$ cat src/rtl/down_count_pkg.sv
// Shared definitions for the down-count controller: FSM state encoding,
// default datapath width and a state-decode helper.
package down_count_pkg;

    localparam int COUNT_W_DEFAULT = 4;

    typedef enum logic [1:0] {
        IDLE   = 2'd0,
        RUN    = 2'd1,
        PAUSED = 2'd2,
        DONE   = 2'd3
    } state_e;

    function automatic logic is_busy(input state_e s);
        return (s == RUN) || (s == PAUSED);
    endfunction

endpackage

$ cat src/rtl/down_counter_core.sv
// Saturating down-counter datapath: clear beats load, load beats decrement,
// and a decrement at zero is ignored.
module down_counter_core
    import down_count_pkg::*;
#(
    parameter int COUNT_W = COUNT_W_DEFAULT
) (
    input  logic               clk,
    input  logic               rst,
    input  logic               load_i,
    input  logic [COUNT_W-1:0] load_value_i,
    input  logic               dec_i,
    input  logic               clr_i,
    output logic [COUNT_W-1:0] count_o
);

    logic [COUNT_W-1:0] count_q;
    logic [COUNT_W-1:0] count_d;

    always_comb begin
        // NOTE: the default assignment first means no path leaves count_d unassigned, so no latch.
        count_d = count_q;
        if (clr_i) begin
            count_d = '0;
        end else if (load_i) begin
            count_d = load_value_i;
        end else if (dec_i && (count_q != '0)) begin
            count_d = count_q - COUNT_W'(1);
        end
    end

    // NOTE: non-blocking assignment so every flop samples pre-edge values.
    always_ff @(posedge clk) begin
        if (rst) begin
            count_q <= '0;
        end else begin
            count_q <= count_d;
        end
    end

    assign count_o = count_q;

endmodule

$ cat src/rtl/down_count_ctrl.sv
// Load/run/pause/abort countdown FSM driving down_counter_core.
// Define DOWN_COUNT_CTRL_AUTO_RELOAD_EN to restart from the last loaded value after each completion.
module down_count_ctrl
    import down_count_pkg::*;
#(
    parameter int COUNT_W = COUNT_W_DEFAULT
) (
    input  logic               clk,
    input  logic               rst,
    input  logic               load_valid,
    input  logic [COUNT_W-1:0] load_value,
    output logic               load_ready,
    input  logic               tick,
    input  logic               pause,
    input  logic               abort,
    output logic [COUNT_W-1:0] count,
    output logic               busy,
    output logic               done
);

    state_e             state_q;
    state_e             state_d;
    logic               done_q;
    logic               core_load;
    logic               core_dec;
    logic               core_clr;
    logic [COUNT_W-1:0] core_load_value;
    logic [COUNT_W-1:0] count_w;

`ifdef DOWN_COUNT_CTRL_AUTO_RELOAD_EN
    logic [COUNT_W-1:0] reload_q;

    // NOTE: reload_q is reset, otherwise a stale value could restart a countdown after rst.
    always_ff @(posedge clk) begin
        if (rst) begin
            reload_q <= '0;
        end else if ((state_q == IDLE) && load_valid) begin
            reload_q <= load_value;
        end
    end
`endif

    always_comb begin
        state_d         = state_q;
        core_load       = 1'b0;
        core_load_value = load_value;
        core_dec        = 1'b0;
        core_clr        = 1'b0;
        unique case (state_q)
            IDLE: begin
                if (load_valid) begin
                    core_load = 1'b1;
                    state_d   = (load_value != '0) ? RUN : DONE;
                end
            end
            RUN: begin
                if (abort) begin
                    core_clr = 1'b1;
                    state_d  = IDLE;
                end else if (pause) begin
                    state_d = PAUSED;
                end else if (tick) begin
                    core_dec = 1'b1;
                    if (count_w == COUNT_W'(1)) begin
                        state_d = DONE;
                    end
                end
            end
            PAUSED: begin
                if (abort) begin
                    core_clr = 1'b1;
                    state_d  = IDLE;
                end else if (!pause) begin
                    state_d = RUN;
                end
            end
            DONE: begin
                if (abort) begin
                    core_clr = 1'b1;
                    state_d  = IDLE;
                end else begin
`ifdef DOWN_COUNT_CTRL_AUTO_RELOAD_EN
                    if (reload_q != '0) begin
                        core_load       = 1'b1;
                        core_load_value = reload_q;
                        state_d         = RUN;
                    end else begin
                        state_d = IDLE;
                    end
`else
                    state_d = IDLE;
`endif
                end
            end
            default: state_d = IDLE;
        endcase
    end

    always_ff @(posedge clk) begin
        if (rst) begin
            state_q <= IDLE;
            done_q  <= 1'b0;
        end else begin
            state_q <= state_d;
            done_q  <= (state_d == DONE);
        end
    end

    down_counter_core #(
        .COUNT_W (COUNT_W)
    ) u_core (
        .clk          (clk),
        .rst          (rst),
        .load_i       (core_load),
        .load_value_i (core_load_value),
        .dec_i        (core_dec),
        .clr_i        (core_clr),
        .count_o      (count_w)
    );

    assign count      = count_w;
    assign done       = done_q;
    assign busy       = is_busy(state_q);
    assign load_ready = (state_q == IDLE);

endmodule

$ cat config.mk
export PLATFORM = sky130hd
export DESIGN_NAME = down_count_ctrl
export DESIGN_NICKNAME = d
export VERILOG_FILES = /design/src/rtl/down_count_pkg.sv /design/src/rtl/down_counter_core.sv /design/src/rtl/down_count_ctrl.sv
export SDC_FILE = /design/constraint.sdc
export NUM_CORES = 1
export LEC_CHECK = 0
export ABC_AREA = 1
export BUFFER_PORTS_ARGS = -buffer_cell sky130_fd_sc_hd__buf_4
export CORE_AREA = 2 2 39 41
export DETAILED_ROUTE_END_ITERATION = 10
export DIE_AREA = 0 0 41 43
export PLACE_DENSITY = 0.68
export SKIP_LAST_GASP = 1
export SLEW_MARGIN = 0
export SYNTH_ARGS = -nofsm -noshare
export SYNTH_HDL_FRONTEND = slang
export SYNTH_SLANG_ARGS = --single-unit
$ cat constraint.sdc
create_clock -name clk -period 1.18 [get_ports clk]
set_input_delay 0.118 -clock clk [delete_from_list [all_inputs] [get_ports clk]]
set_output_delay 0.118 -clock clk [all_outputs]
set_load 0.05 [all_outputs]
[Yosys cells after proc, flatten, opt, wreduce, memory -nomap -nowiden]
Index checks and enable logic that the tools add are counted.
Word-level totals
  output and inout port bits: 7
  word-level logic and storage cells: 36
  flip-flop bits (word level): 7
  RAM bits: 0
  bits of input ports: 10
  ROM bits: 0
  memories kept: 0
  latch bits: 0
Cells by class
  multiply operators: 0
  div/mod/pow operators: 0
  multiplexer cells: 19
  reduce and logical (&&, ||, !) cells: 8
  equal/unequal tests: 5
  $lt $le $gt $ge: 0
  $add $sub $neg: 1
  shifts and indexed selects: 0
  bitwise operators: 0
Operator list (count)
  $mux W2: 8
  $mux W1: 8
  $mux W4: 2
  $pmux W2 S4: 1
  $reduce_bool A4 Y1: 2
  $eq A2 B2 Y1 const B: 3
  $eq A4 B1 Y1 const B: 1
  $sub A4 B1 Y4 const B: 1
  $reduce_or A3 Y1: 1
  $eq A2 B1 Y1 const B: 1
  $logic_not A2 Y1: 1
  $reduce_bool A2 Y1: 1
  $reduce_or A2 Y1: 1
  $logic_and A1 B1 Y1: 1
  $logic_or A1 B1 Y1: 1

[Depth between registers and ports, before layout]
Gate-level depths: netlist of the first run.
  word-level depth: 7
  gate-level depth with buffers: 10
  gate-level depth less buffers: 10

[Cells and area by module]
Synthesis of the first run repeated with hierarchy kept, for this count alone.
Unflattened totals
  cell total of the unflattened synthesis: 92
  area total of the unflattened synthesis: 546.8 um^2
Modules (own cells, without submodules)
  down_counter_core: sequential area each 80.1 um^2, area an instance 274.0 um^2, instances 1, cells an instance 46
  down_count_ctrl: sequential area each 60.1 um^2, area an instance 272.8 um^2, instances 1, cells an instance 46

[Worst setup path before layout of the first run]
Ideal clock, no wire load.
  kind: reg2reg
  start: register u_core.count_q[0] (netlist: u_core.count_o[0])
  end: register u_core.count_q[2] (netlist: u_core.count_o[2])
  cell stages (with the launch flop): 8
  slack: -0.468 ns
  path buffers: 0
  required time: 1.058 ns
  arrival time: 1.526 ns
  library setup time: 0.122 ns
  period minus slack after synthesis: 1.648 ns
  cell sequence: dfxtp_1 -> inv_1 -> ha_1 -> or2_2 -> nand3_1 -> nand2_1 -> nand2_1 -> a21oi_1
On the way
  cells in the longest elaborated chain, start to end: 3
  elaborated cells between the ends (all ways): 6
  those cells by class: add/sub (1); mux (2); reduce/logical (3)
Ends and longest elaborated chain
  from (decl): RTL line down_counter_core.sv:17  | logic [COUNT_W-1:0] count_q;
  from (signal assigned): RTL line down_counter_core.sv:37  | count_q <= count_d;
  $sub A4 B1 Y4 or $reduce_bool A4 Y1 (tied branches): RTL line down_counter_core.sv:28, down_counter_core.sv:27
  $mux W4 or $logic_and A1 B1 Y1 (tied branches): RTL line down_counter_core.sv:27  | end else if (dec_i && (count_q != '0)) begin
  $mux W4 or $reduce_bool A2 Y1 (tied branches)
Several ways; a longest one is shown, not always the timed one. The select of a mux whose other input is x is not followed.
A chain may end at the register's enable or synchronous reset.

[Final worst setup path of the first run]
  start: register state_q[1]
  end: register u_core.count_q[2] (netlist: u_core.count_o[2])
On the way
  cells in the longest elaborated chain, start to end: 4
  elaborated cells between the ends (all ways): 12
  those cells by class: eq/ne (3); mux (4); reduce/logical (5)
Ends and longest elaborated chain
  from (decl): RTL line down_count_ctrl.sv:21  | state_e state_q;
  from (signal assigned): RTL line down_count_ctrl.sv:104  | state_q <= state_d;
  $eq A2 B1 Y1 or $eq A2 B2 Y1 (tied branches): RTL line down_count_ctrl.sv:49  | unique case (state_q)
  $reduce_or A3 Y1 (no source line) or $mux W1 (tied branches)
  $mux W1 or $logic_and A1 B1 Y1 (tied branches)
  $reduce_or A2 Y1 (no source line) or $reduce_bool A2 Y1 (tied branches)
Several ways; a longest one is shown, not always the timed one.

==> results.md, run 1 <==
- All-Layer GR Usage: 20.2%
- Largest net degree at the start of global routing: 8
- Cell with the biggest individual delay on the critical path: sky130_fd_sc_hd__dfxtp_4
- Placed standard-cell area: 810 um^2
- Core area: 0.00138 mm^2
- Number of nets in the layout: 131
- Critical path launch point type: flip-flop
- Worst path setup slack after routing: -0.0519 ns
- Initial DRC count: 14
- Min Clock Period, post-route: 1.23 ns
- Crit. End Element: flip-flop
- H-Tree Depth: 1
- Destination of the worst register-to-register timing path: u_core.count_o[2]
- DRC Markers: 0
- Hold-fix buffers at CTS: 0
- R2r startpoint: state_q[1]
- Post-route clock period utilization: 104%
- RSZ-0062 raised after global routing: true
- Clock tree skew after final layout: 0.00293 ns
- First-pass GRT wire length: 2380 um
- Standard-cell row count: 14
- Total number of cells along the worst setup path: 8
- Unique masters post-synth: 17
- Cell Pwr Density: 978 mW/mm^2
- Violations in the final reports: setup timing
- Clock tree from TritonCTS: done
- Biggest fanout along the worst timing path: 3
- Average routed wire per standard cell: 12.9 um
- Data required time of the critical path: 1.37 ns
- Critical path destination: u_core.count_o[2]
- Post-synthesis instance area: 549 um^2
- Path class of the lowest-slack min-delay path: input pin to flip-flop
- Largest vdd supply drop: 646 uV
- Clock Pin Slew Worst Setup and Hold Paths: 0.05 ns
- Final hold violation count: 0
- Worst setup path startpoint: state_q[1]
- Depth of the most critical reg-to-reg path: 8
- Max_cap viols: 0
- Slowest stage delay, CP: 0.36 ns
- Total area of multi-input combinational cells: 480 um^2
- Die height: 43 um
- Clock Tree Buf Depth: 2
- Die area: 0.00176 mm^2
- Pre-CTS worst setup slack: -0.0636 ns
- DRT Pass-1 Iters: 4
- Post-Syn Instances: 86
- Design area: 950 um^2
- Effective utilization at floorplan: 39.7%
- Yosys warnings: 0
- Global placement routability congestion: 0.789
- HPWL Detailed: 1100 um
- Area growth syn-to-layout: 72.9%
- Average cell area after synthesis: 6.39 um^2
- Post-Route Setup TNS: -0.296 ns
- Number of setup violations in the final report: 9
- Vias in the first global route: 588
- Horizontal die dimension: 41 um
- Total of buffers placed on input and output ports: 16
- CP bufs+invs: 2
- Antenna violations before repair: 0
- Final routed wirelength across all metal layers: 1690 um
- Worst setup path class: flip-flop to flip-flop
- Detailed-route via count: 634
- Leading cell types in the layout, fill and taps excluded: sky130_fd_sc_hd__buf_4 (23), sky130_fd_sc_hd__nand2_1 (17), sky130_fd_sc_hd__nor2_1 (13), sky130_fd_sc_hd__inv_1 (10), sky130_fd_sc_hd__nand3_1 (7)
- Net count after synthesis: 101
- Sum of overflow across all layers after global routing: 0
- Count of state elements after synthesis: 7
- Diodes inserted: 0
- TritonCTS buffer count: 3
- Post-Route Utilization: 68.6%
- Commonest non-fill, non-tap cell in the layout: sky130_fd_sc_hd__buf_4
- Crit path max-delay family: simple AND/OR/NAND/NOR gates
- Signal arrival time at the worst endpoint: 1.42 ns
- ANT nets after route: 0
- Layout cell share with drive strength beyond 1: 52.2%
- Clk root buf: sky130_fd_sc_hd__clkbuf_4
- Vias per cell: 4.84
- Worst-margin pin slew: 0.422 ns
- Result of the run: complete, but fails checks
- Part of the Yosys area used for sequential elements: 25.5%
- Max-slew headroom: 71.8%
- Sequential cell area in the final layout: 158 um^2
- Critical path cell sequence: inv_4 -> ha_4 -> inv_2 -> nor2_4 -> nand3_4 -> nand2_4 -> nand2_1 -> a21oi_2
- Ports: 17
- Clock latency reported for the late side of the worst-skew pair: 0.26 ns
- Reported leakage power: 0.453 nW
- Number of pins with negative max-slew slack in the final report: 0
- Achievable frequency: 812 MHz
- # fillers: 108
- Clock Sinks: 7
- Register-to-Register Setup Slack: -0.05 ns
## state kept, by name, indices dropped and copies added (netlist names)
register / flops
u_core.count_o: 4
state_q: 2
done: 1
## what timing repair did
item | CTS | global route
gates cloned | 0 | 0
endpoints found under the setup margin | 8 | 9
resized for setup | 12 | 11
pin swaps | 6 | 7
endpoints found under the hold margin | 0 | 0
setup buffers | 2 | 1
## where the power goes
group	total (mW)	switching [mW]	leakage, nW	internal [mW]
logic	0.422	0.244	0.377	0.178
registers	0.280	0.0262	0.0609	0.254
clock network	0.227	0.0974	0.0150	0.130
## kinds of logic after synthesis
group / after synthesis / synth area share (%)
buffers and inverters: 15 / 10.2
flip-flops: 7 / 25.5
adder cells (fa/ha/maj): 5 / 11.4
AND/OR/NAND/NOR: 52 / 44.0
AO/OA/AOI/OAI: 7 / 8.88
## how the worst min path moves through the flow
stage	from	end	slack, ns	depth (start not counted)
3_3_place_gp	rst	state_q[0]	0.29	2
3_5_place_dp	rst	state_q[0]	0.29	2
6_report	rst	state_q[0]	0.01	2
2_1_floorplan	rst	state_q[0]	0.19	1
4_1_cts	rst	state_q[0]	0.008	2
5_1_grt	rst	state_q[0]	0.009	2
## cells in the mapped netlist, drive strengths merged
master / number / area, um^2
nand2: 20 / 77.6
nor2: 16 / 62.6
inv: 15 / 56.3
nand3: 10 / 50.1
dfxtp: 7 / 140
ha: 5 / 62.6
a21oi: 2 / 10.0
nand4: 2 / 18.8
nor3: 2 / 20.0
o21a: 2 / 15.0
o21bai: 2 / 15.0
or2: 2 / 12.5
o21ai: 1 / 8.76
## per-layer routing
metal	share of wire [%]	global-route usage [%]
met1	43	25.7
met2	53	33.1
met3	3.5	3.14
met4	1.2	6.00
met5	0	0
## worst reg2reg max path: stages, from the launching register on
cell                      delay [ns]
sky130_fd_sc_hd__dfxtp_4        0.36
sky130_fd_sc_hd__inv_4          0.08
sky130_fd_sc_hd__ha_4           0.12
sky130_fd_sc_hd__inv_2          0.04
sky130_fd_sc_hd__nor2_4         0.16
sky130_fd_sc_hd__nand3_4        0.12
sky130_fd_sc_hd__nand2_4        0.10
sky130_fd_sc_hd__nand2_1        0.07
sky130_fd_sc_hd__a21oi_2        0.11
## per-stage QoR
stage | instances | hold slack (ns) | power (mW)
2_1_floorplan | 86 | 0.190 | 0.529
3_3_place_gp | 124 | 0.287 | 0.630
3_5_place_dp | 124 | 0.289 | 0.638
4_1_cts | 130 | 0.00833 | 0.893
5_1_grt | 131 | 0.00882 | 0.978
6_report | 131 | 0.00997 | 0.929
## area by class of cell
| type | count | area share, % |
|---|---|---|
| timing repair buffer | 25 | 20.9 |
| sequential | 7 | 16.6 |
| multi-input combinational | 64 | 50.6 |
| clock buffer | 4 | 2.77 |
| inverter | 15 | 6.98 |
| tap | 16 | 2.11 |
No activity file was read; power rests on OpenSTA's default activity.
==> run 2, diff against run 1 <==
HOLD_SLACK_MARGIN = 0.03   (was default)
==> results.md, run 2 (synthesis results as in run 1) <==
- Number of pins with negative max-slew slack in the final report: 0
- Largest vdd supply drop: 659 uV
- Path class of the lowest-slack min-delay path: input pin to flip-flop
- Total power of the final layout: 931 uW
- Clock latency reported for the late side of the worst-skew pair: 0.26 ns
- Register-to-Register Setup Slack: -0.05 ns
- Max-slew headroom: 71.8%
- Clock tree from TritonCTS: done
- # fillers: 107
- Area growth syn-to-layout: 74.7%
- Worst-margin pin slew: 0.422 ns
- Largest register FFs: 4
- Cell with the biggest individual delay on the critical path: sky130_fd_sc_hd__dfxtp_4
- H-Tree Depth: 1
- Result of the run: complete, but fails checks
- Critical hold path startpoint: load_value[3]
- Vias per cell: 4.83
- Destination of the worst register-to-register timing path: u_core.count_o[2]
- Effective utilization at floorplan: 39.7%
- Detailed-route via count: 638
- All-Layer GR Usage: 20.2%
- Number of nets in the layout: 132
- Clk root buf: sky130_fd_sc_hd__clkbuf_4
- Reported leakage power: 0.457 nW
- Crit path max-delay family: simple AND/OR/NAND/NOR gates
- ANT nets after route: 0
- Diodes inserted: 0
- Worst setup path class: flip-flop to flip-flop
- Initial DRC count: 14
- Average routed wire per standard cell: 12.8 um
- Violations in the final reports: setup timing
- Core area: 0.00138 mm^2
- First-pass GRT wire length: 2380 um
- Total area of multi-input combinational cells: 480 um^2
- Crit. End Element: flip-flop
- Vias in the first global route: 588
- Cells on Worst Hold Path: 5
- Horizontal die dimension: 41 um
- Standard-cell row count: 14
- Die area: 0.00176 mm^2
- Clock Tree Buf Depth: 2
- Depth of the most critical reg-to-reg path: 8
- Post-route clock period utilization: 104%
- Total of buffers placed on input and output ports: 16
- Cell Pwr Density: 970 mW/mm^2
- CP bufs+invs: 2
- Sequential cell area in the final layout: 158 um^2
- Die height: 43 um
- Clock Pin Slew Worst Setup and Hold Paths: 0.06 ns
- Sum of overflow across all layers after global routing: 0
- Commonest non-fill, non-tap cell in the layout: sky130_fd_sc_hd__buf_4
- Antenna violations before repair: 0
- TritonCTS buffer count: 3
- Data required time of the critical path: 1.37 ns
- Min Clock Period, post-route: 1.23 ns
- DRC Markers: 0
- HPWL Detailed: 1100 um
- Clock tree skew after final layout: 0.00291 ns
- Worst Hold Endpoint: u_core.count_o[3]
- Layout cell share with drive strength beyond 1: 51.7%
- Leading cell types in the layout, fill and taps excluded: sky130_fd_sc_hd__buf_4 (23), sky130_fd_sc_hd__nand2_1 (17), sky130_fd_sc_hd__nor2_1 (13), sky130_fd_sc_hd__inv_1 (10), sky130_fd_sc_hd__nand3_1 (7)
- Clock Sinks: 7
- Post-Route Utilization: 69.3%
- Achievable frequency: 812 MHz
- Worst path setup slack after routing: -0.0519 ns
- Signal arrival time at the worst endpoint: 1.42 ns
- RSZ-0062 raised after global routing: true
- Max_cap viols: 0
- Largest net degree at the start of global routing: 8
- Final hold violation count: 0
- Ports: 17
- R2r startpoint: state_q[1]
- Biggest fanout along the worst timing path: 3
- Slowest stage delay, CP: 0.36 ns
- Global placement routability congestion: 0.789
- Critical path launch point type: flip-flop
- Critical path cell sequence: inv_4 -> ha_4 -> inv_2 -> nor2_4 -> nand3_4 -> nand2_4 -> nand2_1 -> a21oi_2
- Final routed wirelength across all metal layers: 1690 um
- DRT Pass-1 Iters: 4
- Number of setup violations in the final report: 9
==> run 2: changes by cell type in the layout (fill, tap and decap cells not counted), sizes merged <==
cell and change:
dlygate4sd3 +1
==> run 2: report_power, final <==
group          switching, mW  total (mW)  internal (mW)
combinational          0.245       0.425          0.180
clock                 0.0974       0.227          0.130
sequential            0.0262       0.280          0.254
total                  0.368       0.931          0.563
==> run 2: final cells by class <==
class | instances | area share, %
Multi-Input combinational cell | 64 | 50.1
Sequential cell | 7 | 16.4
Tap cell | 16 | 2.09
Timing Repair Buffer | 26 | 21.8
Clock buffer | 4 | 2.74
Inverter | 15 | 6.91
==> run 2: metrics by stage <==
step	cell area, um^2	instances	worst slack (ns)	hold slack, ns	TNS, ns
global route	960	132	-0.123	0.228	-0.798
global placement	810	124	-0.0409	0.287	-0.113
CTS	901	131	-0.0155	0.210	-0.0339
floorplan	624	86	-0.0379	0.190	-0.105
finish	960	132	-0.0519	0.208	-0.296
detailed placement	810	124	-0.0636	0.289	-0.276
==> run 2: worst max-delay path by stage <==
stage	startpoint	to	slack (ns)	cells past startpoint
floorplan	u_core.count_o[1]	done	-0.04	10
global placement	state_q[0]	done	-0.04	8
detailed placement	state_q[1]	u_core.count_o[2]	-0.06	8
global route	state_q[1]	u_core.count_o[3]	-0.12	8
finish	state_q[1]	u_core.count_o[2]	-0.05	8
CTS	u_core.count_o[1]	done	-0.02	10
==> run 2: worst reg2reg max path: stages, from the launching register on <==
cell,delay (ns)
sky130_fd_sc_hd__dfxtp_4,0.36
sky130_fd_sc_hd__inv_4,0.08
sky130_fd_sc_hd__ha_4,0.12
sky130_fd_sc_hd__inv_2,0.04
sky130_fd_sc_hd__nor2_4,0.16
sky130_fd_sc_hd__nand3_4,0.12
sky130_fd_sc_hd__nand2_4,0.10
sky130_fd_sc_hd__nand2_1,0.07
sky130_fd_sc_hd__a21oi_2,0.11
==> run 2: timing repair <==
action                     CTS  global route
hold endpoints to repair     1             0
gates resized for setup     12            11
setup buffers                2             1
setup endpoints to repair    8             9
hold buffers                 1             0
pin swaps                    6             7
==> run 2: per-layer routing <==
layer	part of all wire [%]	vias up	wire length (um)	GRT usage, %
met1	43	288	722	25.7
met3	3.4	2	58	3.14
met5	0	-	0	0
met4	1.2	0	21	6.00
li1	-	331	-	-
met2	53	17	891	33.1
